$ cat config.mk
export PLATFORM = sky130hd
export DESIGN_NAME = program_sequencer
export DESIGN_NICKNAME = d
export VERILOG_FILES = /design/src/rtl/program_sequencer_pkg.sv /design/src/rtl/program_sequencer_return_stack.sv /design/src/rtl/program_sequencer.sv
export SDC_FILE = /design/constraint.sdc
export NUM_CORES = 1
export LEC_CHECK = 0
export ABC_AREA = 1
export CORE_ASPECT_RATIO = 0.75
export CORE_UTILIZATION = 40
export DETAILED_ROUTE_END_ITERATION = 16
export SYNTH_ARGS = -nofsm -noshare
export SYNTH_HDL_FRONTEND = slang
export SYNTH_SLANG_ARGS = --single-unit
$ cat constraint.sdc
create_clock -name clock -period 3.92 [get_ports clock]
set_input_delay 0.784 -clock clock [delete_from_list [all_inputs] [get_ports clock]]
set_output_delay 0.784 -clock clock [all_outputs]
set_load 0.02 [all_outputs]
$ cat src/rtl/program_sequencer_pkg.sv
// Op encodings shared by the program sequencer and its bench.
package program_sequencer_pkg;

  localparam int OP_W = 3;

  localparam logic [OP_W-1:0] OP_INC    = 3'd0;
  localparam logic [OP_W-1:0] OP_JUMP   = 3'd1;
  localparam logic [OP_W-1:0] OP_BRANCH = 3'd2;
  localparam logic [OP_W-1:0] OP_CALL   = 3'd3;
  localparam logic [OP_W-1:0] OP_RET    = 3'd4;

endpackage

$ cat src/rtl/program_sequencer_return_stack.sv
// Return-address LIFO: push/pop take effect on the next edge; push when full and pop when empty are dropped.
// top_data is the current top entry, valid whenever empty is low.
module return_stack #(
  parameter int ADDR_W      = 16,
  parameter int STACK_DEPTH = 8,
  localparam int DEPTH_W    = $clog2(STACK_DEPTH + 1)
) (
  input  logic               clock,
  input  logic               reset,
  input  logic               push,
  input  logic               pop,
  input  logic [ADDR_W-1:0]  push_data,
  output logic [ADDR_W-1:0]  top_data,
  output logic [DEPTH_W-1:0] depth,
  output logic               full,
  output logic               empty
);

  localparam int IDX_W = $clog2(STACK_DEPTH);

  logic [ADDR_W-1:0]  r_mem [STACK_DEPTH];
  logic [DEPTH_W-1:0] r_depth;

  logic             w_full;
  logic             w_empty;
  logic             w_do_push;
  logic             w_do_pop;
  logic [IDX_W-1:0] w_wr_idx;
  logic [IDX_W-1:0] w_rd_idx;

  assign w_full    = (r_depth == DEPTH_W'(STACK_DEPTH));
  assign w_empty   = (r_depth == '0);
  assign w_do_push = push && !w_full;
  assign w_do_pop  = pop && !w_empty;
  assign w_wr_idx  = IDX_W'(r_depth);
  assign w_rd_idx  = IDX_W'(r_depth - DEPTH_W'(1));

  // Depth alone tracks validity, so entries need no reset.
  always_ff @(posedge clock or negedge reset) begin
    if (!reset) begin
      r_depth <= '0;
    end else if (w_do_push) begin
      r_depth <= r_depth + DEPTH_W'(1);
    end else if (w_do_pop) begin
      r_depth <= r_depth - DEPTH_W'(1);
    end
  end

  always_ff @(posedge clock) begin
    if (w_do_push) begin
      r_mem[w_wr_idx] <= push_data;
    end
  end

  assign top_data = r_mem[w_rd_idx];
  assign depth    = r_depth;
  assign full     = w_full;
  assign empty    = w_empty;

endmodule

$ cat src/rtl/program_sequencer.sv
// Program counter with INC/JUMP/BRANCH/CALL/RET and a return stack; new index one cycle after op.
// No backpressure: enable=0 freezes state; stack over/underflow sets a sticky fault instead.
module program_sequencer
  import program_sequencer_pkg::*;
#(
  parameter int                 ADDR_W      = 16,
  parameter int                 STACK_DEPTH = 8,
  parameter logic [ADDR_W-1:0]  RESET_ADDR  = '0
) (
  input  logic                               clock,
  input  logic                               reset,
  input  logic                               enable,
  input  logic [OP_W-1:0]                    op,
  input  logic [ADDR_W-1:0]                  target,
  input  logic [ADDR_W-1:0]                  offset,
  input  logic                               clear_fault,
  output logic [ADDR_W-1:0]                  index,
  output logic [$clog2(STACK_DEPTH+1)-1:0]   ret_depth,
  output logic                               stack_full,
  output logic                               stack_empty,
  output logic                               stack_fault
);

  logic [ADDR_W-1:0] r_index;
  logic              r_fault;

  logic [ADDR_W-1:0] w_index_nxt;
  logic [ADDR_W-1:0] w_top;
  logic              w_full;
  logic              w_empty;
  logic              w_push;
  logic              w_pop;
  logic              w_fault_evt;

  assign w_push      = enable && (op == OP_CALL) && !w_full;
  assign w_pop       = enable && (op == OP_RET) && !w_empty;
  assign w_fault_evt = enable && (((op == OP_CALL) && w_full) ||
                                  ((op == OP_RET) && w_empty));

  return_stack #(
    .ADDR_W      (ADDR_W),
    .STACK_DEPTH (STACK_DEPTH)
  ) u_stack (
    .clock     (clock),
    .reset     (reset),
    .push      (w_push),
    .pop       (w_pop),
    .push_data (r_index + ADDR_W'(1)),
    .top_data  (w_top),
    .depth     (ret_depth),
    .full      (w_full),
    .empty     (w_empty)
  );

  // Faulting CALL/RET leave the index where it was.
  always_comb begin
    w_index_nxt = r_index;
    if (enable) begin
      case (op)
        OP_INC:    w_index_nxt = r_index + ADDR_W'(1);
        OP_JUMP:   w_index_nxt = target;
        OP_BRANCH: w_index_nxt = r_index + offset;
        OP_CALL:   if (!w_full)  w_index_nxt = target;
        OP_RET:    if (!w_empty) w_index_nxt = w_top;
        default:   w_index_nxt = r_index;
      endcase
    end
  end

  always_ff @(posedge clock or negedge reset) begin
    if (!reset) begin
      r_index <= RESET_ADDR;
    end else begin
      r_index <= w_index_nxt;
    end
  end

  // A fault raised in the same cycle as clear_fault takes priority.
  always_ff @(posedge clock or negedge reset) begin
    if (!reset) begin
      r_fault <= 1'b0;
    end else if (w_fault_evt) begin
      r_fault <= 1'b1;
    end else if (clear_fault) begin
      r_fault <= 1'b0;
    end
  end

  assign index       = r_index;
  assign stack_full  = w_full;
  assign stack_empty = w_empty;
  assign stack_fault = r_fault;

endmodule

# == Word level (Yosys, flattened, before mapping) ==
# Memory sizes are Yosys's and may differ from the RTL's.
# Index checks and enable logic that the tools add are counted.
# totals
reg_bits,21
ramBits,128
output_inout_bits,23
elab_cells,42
memories,1
# classes
addsub,4
eq_ne,7
mux,9
reduce_logical,18
# memory_table
memory,depth,word_bits,rd,rd_clocked_by_memory_dff,write_ports,line_no,source
u_stack.r_mem,8,16,1,0,1,program_sequencer_return_stack.sv:21,logic [ADDR_W-1:0] r_mem [STACK_DEPTH];
# op_table
operator,n
$pmux 16 s5,1
$mux 16,2
$add 16x1->16 const B,1
$add 16x16->16,1
$logic_and 1x1->1,9
$mux 4,2
$eq 3x2->1 const B,2
$reduce_bool 5->1,1
$add 4x1->4 const B,1
$eq 4x4->1 const B,1
$logic_not 4->1,1
$mux 1,4
$ne 2x2->1 const B,2
$reduce_and 4->1,1
$reduce_bool 2->1,2
$sub 4x1->4 const B,1
$eq 3x1->1 const B,1
$eq 3x3->1 const B,1
$logic_not 3->1,1
$logic_not 1->1,2
$logic_or 1x1->1,1

# == Depth between registers and ports, before layout ==
# Gate-level depths: netlist of the first run.
# depth
depth_word,6
ltp_mapped,15

# == Cells and area by module ==
# A second synthesis of the first run with hierarchy kept.
# unflattened
hier_cells,884
area_unflattened_um2,7826.3
# by_module_without_submodules
module,instances,cells_each,area_each_um2,seq_area_each_um2
return_stack,1,447,5358.9,3943.8
program_sequencer,1,437,2467.4,425.4

# == Least setup slack after synthesis of the first run ==
# OpenSTA, ideal clock, no wires.
# synth_path
path_type,register -> register
from,register u_stack.r_depth[0] (netlist: u_stack.depth[0])
to,"memory u_stack.r_mem[4][0], enable pin"
setup_ps,409
arrival_ps,2824
required_time_ps,3511
slack_ps,687
stages_incl_launch_ff,10
n_path_buf,2
period_less_slack_ps,3233
path_cell_list,dfrtp_1 > inv_2 > buf_2 > buf_2 > ha_1 > nand3_2 > inv_2 > nor3_4 > nand2_1 > nor3_1
# synth_via
elab_chain_cells,6
# synth_lines
element,line_no,source
"start, declared",program_sequencer_return_stack.sv:22,logic [DEPTH_W-1:0] r_depth;
"start signal, assigned",program_sequencer_return_stack.sv:43,r_depth <= r_depth + DEPTH_W'(1);
"start signal, assigned",program_sequencer_return_stack.sv:45,r_depth <= r_depth - DEPTH_W'(1);
$eq 4x4->1 *,program_sequencer_return_stack.sv:31,assign w_full = (r_depth == DEPTH_W'(STACK_DEPTH));
named net stack_full,program_sequencer.sv:19,"output logic stack_full,"
$logic_not 1->1 *,"program_sequencer_return_stack.sv:33, program_sequencer.sv:35",
$logic_and 1x1->1,program_sequencer.sv:35,assign w_push = enable && (op == OP_CALL) && !w_full;
$logic_and 1x1->1 *,program_sequencer_return_stack.sv:33,assign w_do_push = push && !w_full;
$mux 1 *,program_sequencer_return_stack.sv:50,if (w_do_push) begin
$mux 1 (not written as such) *,program_sequencer_return_stack.sv:51,r_mem[w_wr_idx] <= push_data;
"end, declared",program_sequencer_return_stack.sv:21,
# Mark *: on every way through the listed nets, which the timed path passes. The rest lies on a longest branch.

# == Worst setup path in the final report of the first run ==
# layout_path
from,register u_stack.r_depth[1] (netlist: u_stack.depth[1])
to,output stack_full
# layout_via
elab_chain_cells,1
# layout_lines
element,line_no
$eq 4x4->1,program_sequencer_return_stack.sv:31
"end, declared",program_sequencer.sv:19
# No other way between the ends.

==> results of run 1 <==
## cells by family after synthesis
kind of cell,count (synthesis),synth area share (%)
and+or+nand+nor,352,20.3
AOI/OAI and AO/OA,150,11.6
DFF,149,57.1
buffers and inverters,108,6.08
adders and majority gates,19,3.20
xor gates and xnor gates,15,1.81
## worst paths after layout
check,cells after the start,slack (ns),to,startpoint
min in group asynchronous,2,0.73,index[10]$_DFFE_PN0P_,reset
max,5,1.04,stack_full,u_stack.depth[1]$_DFFE_PN0P_
min,2,0.53,stack_fault$_DFFE_PN0P_,stack_fault$_DFFE_PN0P_
min reg2reg,2,0.53,stack_fault$_DFFE_PN0P_,stack_fault$_DFFE_PN0P_
max in group asynchronous,2,2.92,u_stack.depth[0]$_DFFE_PN0P_,reset
max reg2reg,11,1.31,index[11]$_DFFE_PN0P_,u_stack.depth[1]$_DFFE_PN0P_
## stage by stage
stage	total power, uW	instance area (sq um)
global placement	5090	8530
detailed placement	5080	8530
global route	7170	9130
floorplan	4140	7660
CTS	6750	9130
finish	6750	9130
## worst max-delay path, delay by kind of cell, from the launching register on
kind / cells / cell delay, ns
buf+inv: 3 / 0.79
flops: 1 / 0.51
fa+ha+maj: 1 / 0.27
simple gates: 1 / 0.12
## cell type report
class	count	share of cell area, %
clock buffers	18	4.70
clock inverters	14	1.81
inverters	79	3.33
multi-input cells	536	31.0
flip-flops and latches	149	47.9
well taps	247	3.39
repair buffers	75	7.84
## power by group
group | internal, uW | switching (uW) | total, uW
Combinational | 952 | 1960 | 2910
Sequential | 2020 | 178 | 2200
Clock | 957 | 691 | 1650
## layout by cell type (no fill, tap or decap), types with 3 or more instances in the layout
master | netlist | routed
a21oi_1 | 24 | 24
a22oi_1 | 3 | 3
buf_4 | 2 | 14
clkbuf_16 | 0 | 17
clkdlybuf4s50_1 | 0 | 61
clkinvlp_4 | 0 | 4
dfrtp_1 | 21 | 20
edfxtp_1 | 128 | 128
ha_1 | 18 | 18
inv_1 | 66 | 66
inv_2 | 11 | 11
inv_6 | 1 | 6
nand2_1 | 142 | 142
nand2_2 | 4 | 4
nand3_1 | 43 | 43
nand3_2 | 4 | 4
nand3b_1 | 5 | 5
nand4_1 | 6 | 6
nor2_1 | 124 | 124
nor3_1 | 8 | 6
nor3_2 | 2 | 4
o211ai_1 | 28 | 28
o21ai_0 | 66 | 66
o21ai_1 | 11 | 11
o21ai_2 | 4 | 4
o221ai_1 | 3 | 3
o22ai_1 | 7 | 7
or2_2 | 5 | 5
xnor2_1 | 4 | 4
xor2_1 | 10 | 10
## state kept, by name, indices dropped and copies added, names as in the netlist
name,flops
u_stack.r_mem,128
index,16
u_stack.depth,4
stack_fault,1
## routing by layer
metal  vias to the layer above  share of wire [%]  track usage [%]
met4                         0                1.0             6.19
met3                        13                8.7             5.99
li1                       2861                  -                -
met2                       214                 39             28.1
met5                         -                  0                0
met1                      2754                 51             35.4
==> run metrics, run 1 <==
die area=0.0197 sq mm; chip height=122 um; TritonCTS clock tree=yes; DIE WIDTH=162 um; register area=0.00437 sq mm; nets=~900; P&R area growth vs syn=19.2%; # Post-CTS Setup Buffers=0; biggest area consumer among synthesized cells=edfxtp_1; Setup crit end kind=output pin; Synth Flop Type=edfxtp_1; Mapped Nets=851; RSZ-0062 raised after global routing=false; first-pass GRT wire length=around 32 mm; placed insts=around 1,100; Max Slew Vio Count=0; fin cells=between 1,000 and 1,500; final setup violation count=0; DR WL/cell=18.6 um; Worst Setup Slack, final=slightly above 1 ns; Port Buf Inserts=61; Hold-fix buffers, CTS=0; DR pass1 iterations=7; share of cells above drive strength 1=10.6%; dpl hpwl=approximately 14 mm; slew margin rel.=38.2%; Worst setup SP type=flop; number of remaining DRC errors=0; initial antenna violation count=0; Async S/R FF share, synth=14.1%; final wirelength=around 21 mm; largest net degree at the start of global routing=70; max-cap violations=0; Worst Max-Slew Pin Slew=0.920 ns; Routed Antenna Nets=0; slowest CP cell=clkdlybuf4s50_1; PwrDens=between 700 and 800 mW/mm^2; top-area cell type share of the netlist area=50.2%; Required @ worst endpoint=3.14 ns; Fin Hold WS=0.530 ns; Post-Route Skew=0.0296 ns; CP max FO=9; Multi-input gate area=0.00283 sq mm; crit path cell chain=inv_1 -> ha_1 -> nand3_2 -> inv_2 -> clkdlybuf4s50_1; CTS clk-pin slew, worst paths=0.07 ns; Tmin final=around 2.9 ns; Initial Util=between 40% and 50%; vias=5,842; CTS H-tree lvls=4; ANT cells=0; grt ovf=0; dpl ws=0.769 ns; fin crit share=73.5%; TNS Setup=0 ns; root buffer cell=clkbuf_16; CP Class=flop to output pin; core area=0.0186 sq mm; vias in the first global route=5,310; leak pwr=around 0.0035 uW; Synth Instances=793; Tightest Hold Check Type=flop to flop; Data arrival, critical path=2.10 ns; synth warn=0; CTS Buf Count=17; Final Core Density=49.0%; PostCTS Resize Cnt=0; total global-route track usage=22.0%; count of flip-flops with a built-in enable after synthesis=about 130; initial drt markers=661; routability cong.=around 1; Largest stage delay, worst path=roughly 0.60 ns; IR drop worst, VDD=approximately 0.00055 V; synthesized flop and latch total=149; vias per inst=5.23; CTS max path bufs=2; Seq/Total Area, Yosys=between 50% and 60%; top cells by count, synth=nand2_1, edfxtp_1, nor2_1, inv_1, o21ai_0; Site Rows=43; most common cell in the synthesized netlist=nand2_1; final hold vios=0; status=finished, final reports clean; Fmax=347 MHz; num ports=62; synthesized area per cell=between 9 and 10 sq um; fill cell count=1,714; Synth cell types=46; # clock sinks=149; synthesized area=about 0.0077 sq mm; clk_lat worst skew=0.43 ns; main area contributors after synthesis=edfxtp_1, nand2_1, dfrtp_1
Power figures use the tool's default switching activity.
==> inputs of run 2 (changes only) <==
==> constraint.sdc (replaced) <==
create_clock -name clock -period 2.9 [get_ports clock]
set_input_delay 0.58 -clock clock [delete_from_list [all_inputs] [get_ports clock]]
set_output_delay 0.58 -clock clock [all_outputs]
set_load 0.02 [all_outputs]
==> run metrics, run 2 (same netlist as run 1, synthesis figures left out) <==
CP max FO=11; Tmin final=2.63 ns; DR WL/cell=18.8 um; final wirelength=21.2 mm; fill cell count=1,750; CTS H-tree lvls=4; die area=0.0197 sq mm; Worst Max-Slew Pin Slew=0.730 ns; final setup violation count=0; slew margin rel.=51.2%; root buffer cell=clkbuf_16; RSZ-0062 raised after global routing=false; FF-to-FF Start=index[0]$_DFFE_PN0P_; first-pass GRT wire length=32.1 mm; Switch Pwr=roughly 3800 uW; DR pass1 iterations=5; CP Class=flop to output pin; reg-to-reg setup timing slack=roughly 0.70 ns; status=finished, final reports clean; power share of the clock group=23.1%; Required @ worst endpoint=2.32 ns; vias per inst=5.23; placed insts=approximately 1,100; CTS clk-pin slew, worst paths=0.07 ns; CTS max path bufs=2; Seq pwr share=32.7%; TritonCTS clock tree=yes; Post-Route Skew=around 0.014 ns; Port Buf Inserts=between 60 and 70; Logic pwr share=between 40% and 50%; most frequent cells in the layout=nand2_1, edfxtp_1, nor2_1, inv_1, o21ai_0; number of remaining DRC errors=0; Initial Util=41.1%; vias=roughly 5,900; leak pwr=between 0.003 and 0.004 uW; PwrDens=977 mW/mm^2; Tightest Hold Check Type=input port to asynchronous set/reset pin; core area=0.0186 sq mm; # clock sinks=149; final hold vios=0; commonest non-fill, non-tap cell in the layout=nand2_1; total global-route track usage=22.4%; Site Rows=43; fin cells=1,132; Worst setup SP type=flop; Multi-input gate area=0.00283 sq mm; PostCTS Resize Cnt=0; IR drop worst, VDD=0.000869 V; Data arrival, critical path=2.05 ns; grt ovf=0; P&R area growth vs syn=20.9%; routability cong.=0.943; DIE WIDTH=162 um; ANT cells=0; Hold-fix buffers, CTS=0; number of flip-flops in the largest register=128; initial antenna violation count=0; max-cap violations=0; reg-to-reg endpoint=index[10]$_DFFE_PN0P_; num ports=slightly above 60; Max Slew Vio Count=0; vias in the first global route=5,399; largest net degree at the start of global routing=66; Sw Share=41.5%; internal power=5290 uW; Most flops, register=u_stack.r_mem; Setup crit end kind=output pin; fin crit share=90.6%; Fmax=381 MHz; initial drt markers=596; TNS Setup=0 ns; register area=0.00437 sq mm; Routed Antenna Nets=0; share of cells above drive strength 1=11.9%; cells on worst reg2reg path=16; nets=930; clk_lat worst skew=between 0.4 and 0.5 ns; CTS Buf Count=17; # Post-CTS Setup Buffers=0; dpl hpwl=14.5 mm; chip height=between 100 and 150 um
run 2: cell count changes in the layout (fill, tap and decap cells not counted):
cell	previous run	this run
inv_6	6	5
inv_8	2	1
buf_4	14	23
buf_12	0	5
clkinv_2	0	3
clkinvlp_4	4	3
clkbuf_1	1	2
bufinv_16	2	1
run 2: metrics by stage:
step	total power, uW	worst slack, ns	hold WS, ns	utilization [%]	area [sq um]
after global placement	6950	0.210	0.519	46.7	8700
after global routing	9590	0.187	0.539	49.7	9260
after CTS	9070	0.253	0.530	49.7	9260
after floorplan	5600	0.105	0.284	-	7670
final	9040	0.273	0.530	49.7	9260
after detailed placement	6960	0.178	0.524	46.7	8700
run 2: power by group through the flow:
| stage | Clock [uW] | Combinational, uW | Sequential, uW |
|---|---|---|---|
| global placement | 0 | 3950 | 3000 |
| floorplan | 0 | 2540 | 3070 |
| finish | 2090 | 4000 | 2950 |
| CTS | 2120 | 3990 | 2950 |
| global route | 2200 | 4420 | 2970 |
| detailed placement | 0 | 3960 | 2990 |
run 2: routing by layer:
| metal | GRT usage [%] | up-vias | part of all wire [%] |
|---|---|---|---|
| met5 | 0 | - | 0 |
| li1 | - | 2884 | - |
| met3 | 5.52 | 10 | 8.3 |
| met4 | 5.07 | 0 | 0.69 |
| met2 | 31.1 | 228 | 41 |
| met1 | 34.7 | 2794 | 50 |
run 2: area by class of cell:
type,count,share of cell area (%)
tap,247,3.34
clock buffer,19,4.68
sequential,149,47.2
clock inverter,13,1.32
inverter,79,3.29
multi-input combinational,536,30.6
timing repair buffer,89,9.54
run 2: worst max-delay path, stage by stage (launching register included):
cell and delay, ns:
dfrtp_2 0.48, inv_2 0.08, ha_1 0.26, nand3_2 0.12, inv_2 0.09, clkdlybuf4s50_1 0.60
run 2: worst max path at each step:
stage                                      start                             to  slack, ns  cells past startpoint
detailed placement                     offset[0]          index[10]$_DFFE_PN0P_       0.18                     17
CTS                 u_stack.depth[0]$_DFFE_PN0P_                     stack_full       0.25                      5
floorplan           u_stack.depth[0]$_DFFE_PN0P_  u_stack.r_mem[0][0]$_DFFE_PP_       0.11                      9
finish              u_stack.depth[0]$_DFFE_PN0P_                     stack_full       0.27                      5
global placement                       offset[0]          index[10]$_DFFE_PN0P_       0.21                     17
global route        u_stack.depth[0]$_DFFE_PN0P_                    stack_empty       0.19                      5
==> inputs of run 3 (changes only) <==
--- a/config.mk
+++ b/config.mk
@@ -6,6 +6,7 @@
 export NUM_CORES = 1
 export LEC_CHECK = 0
 export ABC_AREA = 1
+export CAP_MARGIN = 10
 export CORE_ASPECT_RATIO = 0.75
 export CORE_UTILIZATION = 40
 export DETAILED_ROUTE_END_ITERATION = 16
==> results of run 3 <==
Same layout as run 2: the final DEF is identical, and so are final timing and power.
